$ cat src/rtl/axi_pkg.sv
// Shared AXI4-Lite constants, response codes and the initiator state type
// used by the core-side bridge.
package axi_pkg;

    localparam int AXI_ADDR_BITS = 32;
    localparam int AXI_DATA_BITS = 32;
    localparam int AXI_STRB_BITS = AXI_DATA_BITS / 8;

    localparam logic [1:0] AXI_RESP_OKAY   = 2'b00;
    localparam logic [1:0] AXI_RESP_EXOKAY = 2'b01;
    localparam logic [1:0] AXI_RESP_SLVERR = 2'b10;
    localparam logic [1:0] AXI_RESP_DECERR = 2'b11;

    typedef enum logic [2:0] {
        ST_IDLE    = 3'd0,
        ST_RD_ADDR = 3'd1,
        ST_RD_DATA = 3'd2,
        ST_WR_REQ  = 3'd3,
        ST_WR_RESP = 3'd4
    } axi_mst_state_t;

    // Anything other than OKAY is reported to the core as an error.
    function automatic logic resp_is_err(input logic [1:0] resp);
        return (resp != AXI_RESP_OKAY);
    endfunction

endpackage

$ cat src/rtl/axi_master_bridge.sv
// Core-side AXI4-Lite initiator: turns one single-beat core request into an
// AR/R or AW+W/B transaction and reports data, error flag and a done pulse.
module axi_master_bridge
    import axi_pkg::*;
(
    input  logic                     ACLK,
    input  logic                     ARESETn,
    input  logic                     req_i,
    input  logic                     we_i,
    input  logic [AXI_ADDR_BITS-1:0] addr_i,
    input  logic [AXI_STRB_BITS-1:0] wstrb_i,
    input  logic [AXI_DATA_BITS-1:0] wdata_i,
    output logic                     busy_o,
    output logic                     done_o,
    output logic [AXI_DATA_BITS-1:0] rdata_o,
    output logic                     err_o,
    output logic [AXI_ADDR_BITS-1:0] ARADDR_M,
    output logic                     ARVALID_M,
    input  logic                     ARREADY_M,
    input  logic [AXI_DATA_BITS-1:0] RDATA_M,
    input  logic [1:0]               RRESP_M,
    input  logic                     RVALID_M,
    output logic                     RREADY_M,
    output logic [AXI_ADDR_BITS-1:0] AWADDR_M,
    output logic                     AWVALID_M,
    input  logic                     AWREADY_M,
    output logic [AXI_DATA_BITS-1:0] WDATA_M,
    output logic [AXI_STRB_BITS-1:0] WSTRB_M,
    output logic                     WVALID_M,
    input  logic                     WREADY_M,
    input  logic [1:0]               BRESP_M,
    input  logic                     BVALID_M,
    output logic                     BREADY_M
);

    axi_mst_state_t state_r;
    logic           aw_done_r;
    logic           w_done_r;

    logic ar_hs_s;
    logic r_hs_s;
    logic aw_hs_s;
    logic w_hs_s;
    logic b_hs_s;
    logic aw_fin_s;
    logic w_fin_s;

    // Handshakes are qualified by our own registered VALID/READY, so a
    // RVALID/BVALID arriving while READY is low is never captured.
    assign ar_hs_s  = ARVALID_M & ARREADY_M;
    assign r_hs_s   = RREADY_M  & RVALID_M;
    assign aw_hs_s  = AWVALID_M & AWREADY_M;
    assign w_hs_s   = WVALID_M  & WREADY_M;
    assign b_hs_s   = BREADY_M  & BVALID_M;
    assign aw_fin_s = aw_done_r | aw_hs_s;
    assign w_fin_s  = w_done_r  | w_hs_s;

    // Transaction FSM; every core-side and AXI output is a register here.
    always_ff @(posedge ACLK) begin
        if (!ARESETn) begin
            state_r   <= ST_IDLE;
            aw_done_r <= 1'b0;
            w_done_r  <= 1'b0;
            busy_o    <= 1'b0;
            done_o    <= 1'b0;
            rdata_o   <= {AXI_DATA_BITS{1'b0}};
            err_o     <= 1'b0;
            ARADDR_M  <= {AXI_ADDR_BITS{1'b0}};
            ARVALID_M <= 1'b0;
            RREADY_M  <= 1'b0;
            AWADDR_M  <= {AXI_ADDR_BITS{1'b0}};
            AWVALID_M <= 1'b0;
            WDATA_M   <= {AXI_DATA_BITS{1'b0}};
            WSTRB_M   <= {AXI_STRB_BITS{1'b0}};
            WVALID_M  <= 1'b0;
            BREADY_M  <= 1'b0;
        end else begin
            done_o <= 1'b0;
            case (state_r)
                ST_IDLE: begin
                    if (req_i) begin
                        busy_o <= 1'b1;
                        if (we_i) begin
                            AWADDR_M  <= addr_i;
                            WDATA_M   <= wdata_i;
                            WSTRB_M   <= wstrb_i;
                            AWVALID_M <= 1'b1;
                            WVALID_M  <= 1'b1;
                            state_r   <= ST_WR_REQ;
                        end else begin
                            ARADDR_M  <= addr_i;
                            ARVALID_M <= 1'b1;
                            state_r   <= ST_RD_ADDR;
                        end
                    end
                end
                ST_RD_ADDR: begin
                    if (ar_hs_s) begin
                        ARVALID_M <= 1'b0;
                        RREADY_M  <= 1'b1;
                        state_r   <= ST_RD_DATA;
                    end
                end
                ST_RD_DATA: begin
                    if (r_hs_s) begin
                        RREADY_M <= 1'b0;
                        rdata_o  <= RDATA_M;
                        err_o    <= resp_is_err(RRESP_M);
                        done_o   <= 1'b1;
                        busy_o   <= 1'b0;
                        state_r  <= ST_IDLE;
                    end
                end
                ST_WR_REQ: begin
                    // AW and W retire independently; B waits for both.
                    if (aw_hs_s) begin
                        AWVALID_M <= 1'b0;
                        aw_done_r <= 1'b1;
                    end
                    if (w_hs_s) begin
                        WVALID_M <= 1'b0;
                        w_done_r <= 1'b1;
                    end
                    if (aw_fin_s && w_fin_s) begin
                        aw_done_r <= 1'b0;
                        w_done_r  <= 1'b0;
                        BREADY_M  <= 1'b1;
                        state_r   <= ST_WR_RESP;
                    end
                end
                ST_WR_RESP: begin
                    if (b_hs_s) begin
                        BREADY_M <= 1'b0;
                        err_o    <= resp_is_err(BRESP_M);
                        done_o   <= 1'b1;
                        busy_o   <= 1'b0;
                        state_r  <= ST_IDLE;
                    end
                end
                default: begin
                    state_r   <= ST_IDLE;
                    aw_done_r <= 1'b0;
                    w_done_r  <= 1'b0;
                    busy_o    <= 1'b0;
                    ARVALID_M <= 1'b0;
                    RREADY_M  <= 1'b0;
                    AWVALID_M <= 1'b0;
                    WVALID_M  <= 1'b0;
                    BREADY_M  <= 1'b0;
                end
            endcase
        end
    end

endmodule

$ cat config.mk
export PLATFORM = sky130hd
export DESIGN_NAME = axi_master_bridge
export DESIGN_NICKNAME = d
export VERILOG_FILES = /design/src/rtl/axi_pkg.sv /design/src/rtl/axi_master_bridge.sv
export SDC_FILE = /design/constraint.sdc
export NUM_CORES = 1
export LEC_CHECK = 0
export ABC_CLOCK_PERIOD_IN_PS = 1750
export BUFFER_PORTS_ARGS = -buffer_cell sky130_fd_sc_hd__buf_2
export CAP_MARGIN = 15
export CORE_ASPECT_RATIO = 1.75
export CORE_MARGIN = 4
export CORE_UTILIZATION = 47
export DETAILED_ROUTE_END_ITERATION = 16
export PLACE_DENSITY = 0.8
export SLEW_MARGIN = 15
export SYNTH_ARGS = -nofsm -noshare
export SYNTH_HDL_FRONTEND = slang
export SYNTH_SLANG_ARGS = --single-unit
$ cat constraint.sdc
create_clock -name ACLK -period 1.75 [get_ports ACLK]
set_input_delay 0.2625 -clock ACLK [delete_from_list [all_inputs] [get_ports ACLK]]
set_output_delay 0.2625 -clock ACLK [all_outputs]
set_load 0.02 [all_outputs]
==> results.sh, run 1 <==
export IMPL_status="complete, no violations"
export IMPL_nets=1020
export IMPL_synth_top_area_frac=0.519
export IMPL_core_um2=11600
export IMPL_gr_total_overflow=0
export IMPL_synth_edf_count=0
export IMPL_async_flop_share=0
export IMPL_required_ps=2040
export IMPL_synthTopCellsByArea="dfxtp_1 52%, nand2_1 18%, a21boi_0 13%, a21boi_1 5.0%, clkbuf_1 2.1%"
export IMPL_drv_slew=0
export IMPL_track_usage=0.227
export IMPL_routed_via_density=4.98
export IMPL_crit_path_start_kind="register"
export IMPL_instances_no_fill=1055
export IMPL_cts_sinks=145
export IMPL_portBuffers=252
export IMPL_setup_tns_final_ps=0
export IMPL_initial_core_util=0.481
export IMPL_maxSlewHeadroom=0.701
export IMPL_r2r_start="state_r[1]"
export IMPL_clock_tree_buffer_depth=2
export IMPL_ant_nets=0
export IMPL_fillers=1024
export IMPL_end_kind="register"
export IMPL_hold_violations=0
export IMPL_die_height_um=152
export IMPL_dr_pass1_iters=4
export IMPL_insertion_delay_ps=410
export IMPL_period_share=0.959
export IMPL_dp_cells=1022
export IMPL_clock_fmax_mhz=596
export IMPL_crit_type="register to register"
export IMPL_drt_wl_total_um=15800
export IMPL_fin_crit_ps=1680
export IMPL_avgSynthCellArea_um2=8.40
export IMPL_skew_ps=7.28
export IMPL_synth_seq_cells=145
export IMPL_synth_ff_type="dfxtp_1"
export IMPL_max_cap_violations=0
export IMPL_n_antenna_cell=0
export IMPL_antenna_found_initial=2
export IMPL_layout_cell_area_non_filler_um2=7650
export IMPL_p_leak_nw=3.47
export IMPL_cp_max_fo=32
export IMPL_min_to="WDATA_M[29]"
export IMPL_area_delta_synth_final_pct=36.8
export IMPL_r2r_slack_ps=70
export IMPL_wl_per_cell_um=15.0
export IMPL_worst_hold_slack_ps=77.9
export IMPL_grt_max_degree=71
export IMPL_rsz0062_at_grt="no"
export IMPL_drive_gt1_frac=0.339
export IMPL_ys_types=38
export IMPL_cts_tree="done"
export IMPL_tightest_slew_ps=443
export IMPL_drc=0
export IMPL_synth_yosys_seq_area_share=0.519
export IMPL_synth_net_count=779
export IMPL_critPathArrivalTime_ps=1960
export IMPL_die_area_um2=13800
export IMPL_gp_congestion=0.866
export IMPL_cts_buffers_inserted=17
export IMPL_hold_depth=3
export IMPL_clkTransAtPathRegs_ps=70
export IMPL_die_x_um=90.5
export IMPL_irDropWorstVdd_uv=784
export IMPL_grt_pass1_wl_um=25300
export IMPL_postPlaceCellArea_um2=7040
export IMPL_synthesis_area_um2=5600
export IMPL_vias=5251
export IMPL_hp_class="input pin to register"
export IMPL_grt_pass1_vias=5226
export IMPL_num_io_pins=253
export IMPL_p_per_area_nw_per_um2=1100
export IMPL_r2r_cells=5
export IMPL_power_w=0.00840
export IMPL_worstReg2RegEnd="rdata_o[18]"
export IMPL_num_rows=52
export IMPL_root_buffer="clkbuf_16"
export IMPL_min_delay_start="wdata_i[29]"
export IMPL_yosys_warnings=0
export IMPL_critPathLaunch="state_r[1]"
export IMPL_setup_violations=0
export IMPL_synth_top_area_cell="dfxtp_1"
export IMPL_dp_hpwl_um=11300
export IMPL_drt_iter0_drc=177
export IMPL_h_tree_depth=4
export IMPL_syn_inst=666
## cells by family after synthesis
| kind of cell | count (synthesis) | synth area share |
|---|---|---|
| compound gates | 164 | 0.218 |
| xor+xnor | 1 | 0.00157 |
| buf+inv | 50 | 0.0405 |
| flops | 145 | 0.519 |
| simple gates | 306 | 0.222 |
## worst max path at each step
stage                              end  cells after the start
final                      rdata_o[18]                      5
after global routing        rdata_o[4]                      5
after CTS                 AWADDR_M[26]                      5
after detailed placement    WDATA_M[8]                      5
after global placement     WDATA_M[14]                      5
after floorplan             rdata_o[0]                      6
## through the flow
stage | worst slack [ps] | utilization
2_1_floorplan | 294 | -
3_3_place_gp | 165 | 0.604
3_5_place_dp | 132 | 0.604
4_1_cts | 78.7 | 0.657
5_1_grt | 7.90 | 0.657
6_report | 71.0 | 0.657
## Yosys cell counts, types with 2 or more instances
master and number:
inv_1 2, or2_2 2, clkbuf_1 32, nand2_1 273, a31oi_1 2, a21oi_1 6
o211a_1 2, nor2_1 8, o21a_1 2, dfxtp_1 145, nand3_1 3, a21boi_0 100
nor2b_1 3, buf_2 13, nand2b_1 2, a21boi_1 37, and2_1 2, o21ai_0 6
buf_6 3, o311a_1 2, nor3_1 4
## power breakdown
part           internal [W]  switching [W]  total [W]
Sequential          0.00347       0.000103    0.00357
Combinational      0.000456       0.000678    0.00113
Clock               0.00219        0.00150    0.00369
Total               0.00611        0.00228    0.00840
## flip-flops by register name, summed over array words and instances (netlist names)
register and count:
WSTRB_M 4, ARADDR_M 32, WDATA_M 32, RREADY_M 1
state_r 3, w_done_r 1, aw_done_r 1, AWADDR_M 32
busy_o 1, ARVALID_M 1, rdata_o 32, AWVALID_M 1
BREADY_M 1, err_o 1, WVALID_M 1, done_o 1
## critical path: stages, from the launching register on
cell and delay (ps):
dfxtp_1 590, inv_1 110, or3_1 390, buf_4 260
nand2_1 100, a21boi_0 90
## cell type report
class | instances | area, um^2 | area share
clock buffers | 18 | 439 | 0.0574
clock inverters | 14 | 169 | 0.0221
inverters | 2 | 7.51 | 0.000981
multi-input cells | 471 | 2480 | 0.324
flip-flops and latches | 145 | 2900 | 0.379
well taps | 135 | 169 | 0.0221
repair buffers | 270 | 1490 | 0.194
## cells in the final DEF, fill, tap and decap left out, types with 3 or more instances in the layout
master / instances
buf_12: 7
clkbuf_16: 17
clkinvlp_4: 5
o21ai_0: 6
nand2_1: 272
nor3_1: 4
dfxtp_1: 144
nand3_1: 3
buf_4: 12
nor2_1: 8
buf_2: 251
a21boi_0: 100
inv_8: 4
a21boi_1: 37
a21oi_1: 6
inv_6: 3
## per-layer routing
layer / vias to the layer above / routed length (um) / global-route usage
met5: - / 23 / 0
met2: 174 / 8400 / 0.419
li1: 2658 / - / -
met1: 2364 / 5930 / 0.226
met3: 51 / 810 / 0.0652
met4: 4 / 649 / 0.115
## what timing repair did
| item | CTS | global route |
|---|---|---|
| hold buffers | 0 | 0 |
| setup endpoints to repair | 0 | 23 |
| hold endpoints to repair | 0 | 0 |
| resized for setup | 0 | 1 |
| setup buffers | 0 | 1 |
Note: power is estimated with default switching activity, not from simulation.
==> run 2, diff against run 1 <==
==> constraint.sdc (replaced) <==
create_clock -name ACLK -period 1.75 [get_ports ACLK]
set_input_delay 0 -clock ACLK [delete_from_list [all_inputs] [get_ports ACLK]]
set_output_delay 0 -clock ACLK [all_outputs]
set_load 0.02 [all_outputs]
==> run 2 against run 1 <==
Routed wire length rose by 17%; final cell count rose by 9.7%; flip-flop and latch count did not move; non-clock buffer count rose by 103; via count rose by 12%; utilization rose by 8.8 points; clock power barely moved; sequential share of layout area fell by 4.4 points; critical path type unchanged; largest cell class unchanged.
==> results.sh, run 2 (synthesized netlist as in run 1, its figures left out) <==
export IMPL_status="complete, no violations"
export IMPL_rsz0062_at_grt="no"
export IMPL_fin_crit_ps=1640
export IMPL_slowest_stage="dfxtp_1"
export IMPL_mostFrequentLayoutCells="272 x nand2_1, 251 x buf_2, 143 x dfxtp_1, 104 x dlygate4sd3_1, 100 x a21boi_0"
export IMPL_ant_nets=0
export IMPL_clkTransAtPathRegs_ps=60
export IMPL_routed_via_density=5.10
export IMPL_initial_core_util=0.481
export IMPL_h_tree_depth=4
export IMPL_p_per_area_nw_per_um2=993
export IMPL_area_delta_synth_final_pct=55.0
export IMPL_vias=5906
export IMPL_clock_fmax_mhz=609
export IMPL_clock_tree_buffer_depth=2
export IMPL_tightest_slew_ps=444
export IMPL_die_area_um2=13800
export IMPL_cts_sinks=145
export IMPL_cp_max_fo=32
export IMPL_drt_iter0_drc=237
export IMPL_core_um2=11600
export IMPL_internal_power_w=0.00633
export IMPL_period_share=0.939
export IMPL_dp_hpwl_um=11500
export IMPL_crit_chain="buf_4 > or3_1 > buf_4 > nand2_1 > a21boi_0"
export IMPL_die_height_um=152
export IMPL_required_ps=2060
export IMPL_gp_congestion=0.841
export IMPL_cts_buffers_inserted=17
export IMPL_grt_pass1_vias=6078
export IMPL_end_kind="register"
export IMPL_cts_tree="done"
export IMPL_pwr_share_clk=0.429
export IMPL_gr_total_overflow=0
export IMPL_num_rows=52
export IMPL_max_cap_violations=0
export IMPL_grt_max_degree=71
export IMPL_root_buffer="clkbuf_16"
export IMPL_setup_ws_ps=107
export IMPL_pre_cts_slack_ps=139
export IMPL_drt_wl_total_um=18500
export IMPL_portBuffers=252
export IMPL_hp_class="input pin to register"
export IMPL_crit_path_start_kind="register"
export IMPL_critical_path_max_stage_delay_ps=470
export IMPL_irDropWorstVdd_uv=764
export IMPL_instances_no_fill=1157
export IMPL_track_usage=0.266
export IMPL_drc=0
export IMPL_critPathArrivalTime_ps=1960
export IMPL_p_switching_w=0.00228
export IMPL_skew_ps=6.50
export IMPL_nets=1123
export IMPL_seqPwrFrac=0.415
export IMPL_maxSlewHeadroom=0.700
export IMPL_postCtsSetupBuffers=0
export IMPL_hold_violations=0
export IMPL_crit_type="register to register"
export IMPL_drive_gt1_frac=0.304
export IMPL_grt_pass1_wl_um=29700
export IMPL_antenna_found_initial=0
export IMPL_combPwrFrac=0.156
export IMPL_crit_top_cell="buf_4"
export IMPL_n_antenna_cell=0
export IMPL_setup_violations=0
export IMPL_netSwitchingFraction=0.265
export IMPL_num_io_pins=253
export IMPL_insertion_delay_ps=410
export IMPL_final_common_cell="nand2_1"
export IMPL_die_x_um=90.5
export IMPL_dr_pass1_iters=4
export IMPL_setup_tns_final_ps=0
export IMPL_p_leak_nw=3.90
export IMPL_wl_per_cell_um=16.0
export IMPL_dp_cells=1022
export IMPL_drv_slew=0
==> run 2: power groups by stage <==
stage	logic [W]	clock network (W)	registers, W
after global placement	0.00113	0	0.00363
after global routing	0.00145	0.00391	0.00359
final	0.00134	0.00370	0.00357
after CTS	0.00133	0.00376	0.00357
after floorplan	0.000484	0	0.00382
after detailed placement	0.00114	0	0.00364
==> run 2: final timing paths <==
path                             startpoint     endpoint  slack, ps  cells after the start
worst max-delay path             state_r[2]   rdata_o[2]        110                      5
worst min-delay path               BVALID_M     BREADY_M         20                      5
worst max register to register   state_r[2]   rdata_o[2]        110                      5
worst min register to register  WDATA_M[29]  WDATA_M[29]        450                      2
==> run 2: routing by layer <==
layer,vias up,share of wire,track usage
li1,2861,-,-
met3,93,0.046,0.0573
met5,-,0,0
met2,243,0.53,0.475
met4,0,0.066,0.187
met1,2709,0.36,0.271
==> run 2: critical path, delay by kind of cell, from the launching register on <==
| family | cells | cell delay (ps) |
|---|---|---|
| buf+inv | 2 | 530 |
| simple gates | 2 | 270 |
| compound gates | 1 | 260 |
| flops | 1 | 470 |
==> run 2: what timing repair did <==
| item | in CTS | in global routing |
|---|---|---|
| hold buffers | 104 | 0 |
| endpoints found under the setup margin | 0 | 33 |
| resized for setup | 0 | 2 |
| hold endpoints to repair | 136 | 0 |
==> run 2: through the flow <==
step                      utilization  total power [W]  area (um^2)  hold slack (ps)
after floorplan                     -          0.00430         5600              135
after global placement          0.603          0.00476         7030              240
after detailed placement        0.603          0.00478         7030              246
after CTS                       0.745          0.00866         8670             6.10
after global routing            0.745          0.00896         8670             36.0
final                           0.745          0.00861         8670             17.9
==> run 2: final cells by class <==
type,count,area [um^2]
tap,135,169
inverter,2,7.51
sequential,145,2910
fill,830,2970
multi-input combinational,471,2480
clock buffer,17,425
timing repair buffer,373,2510
clock inverter,14,180
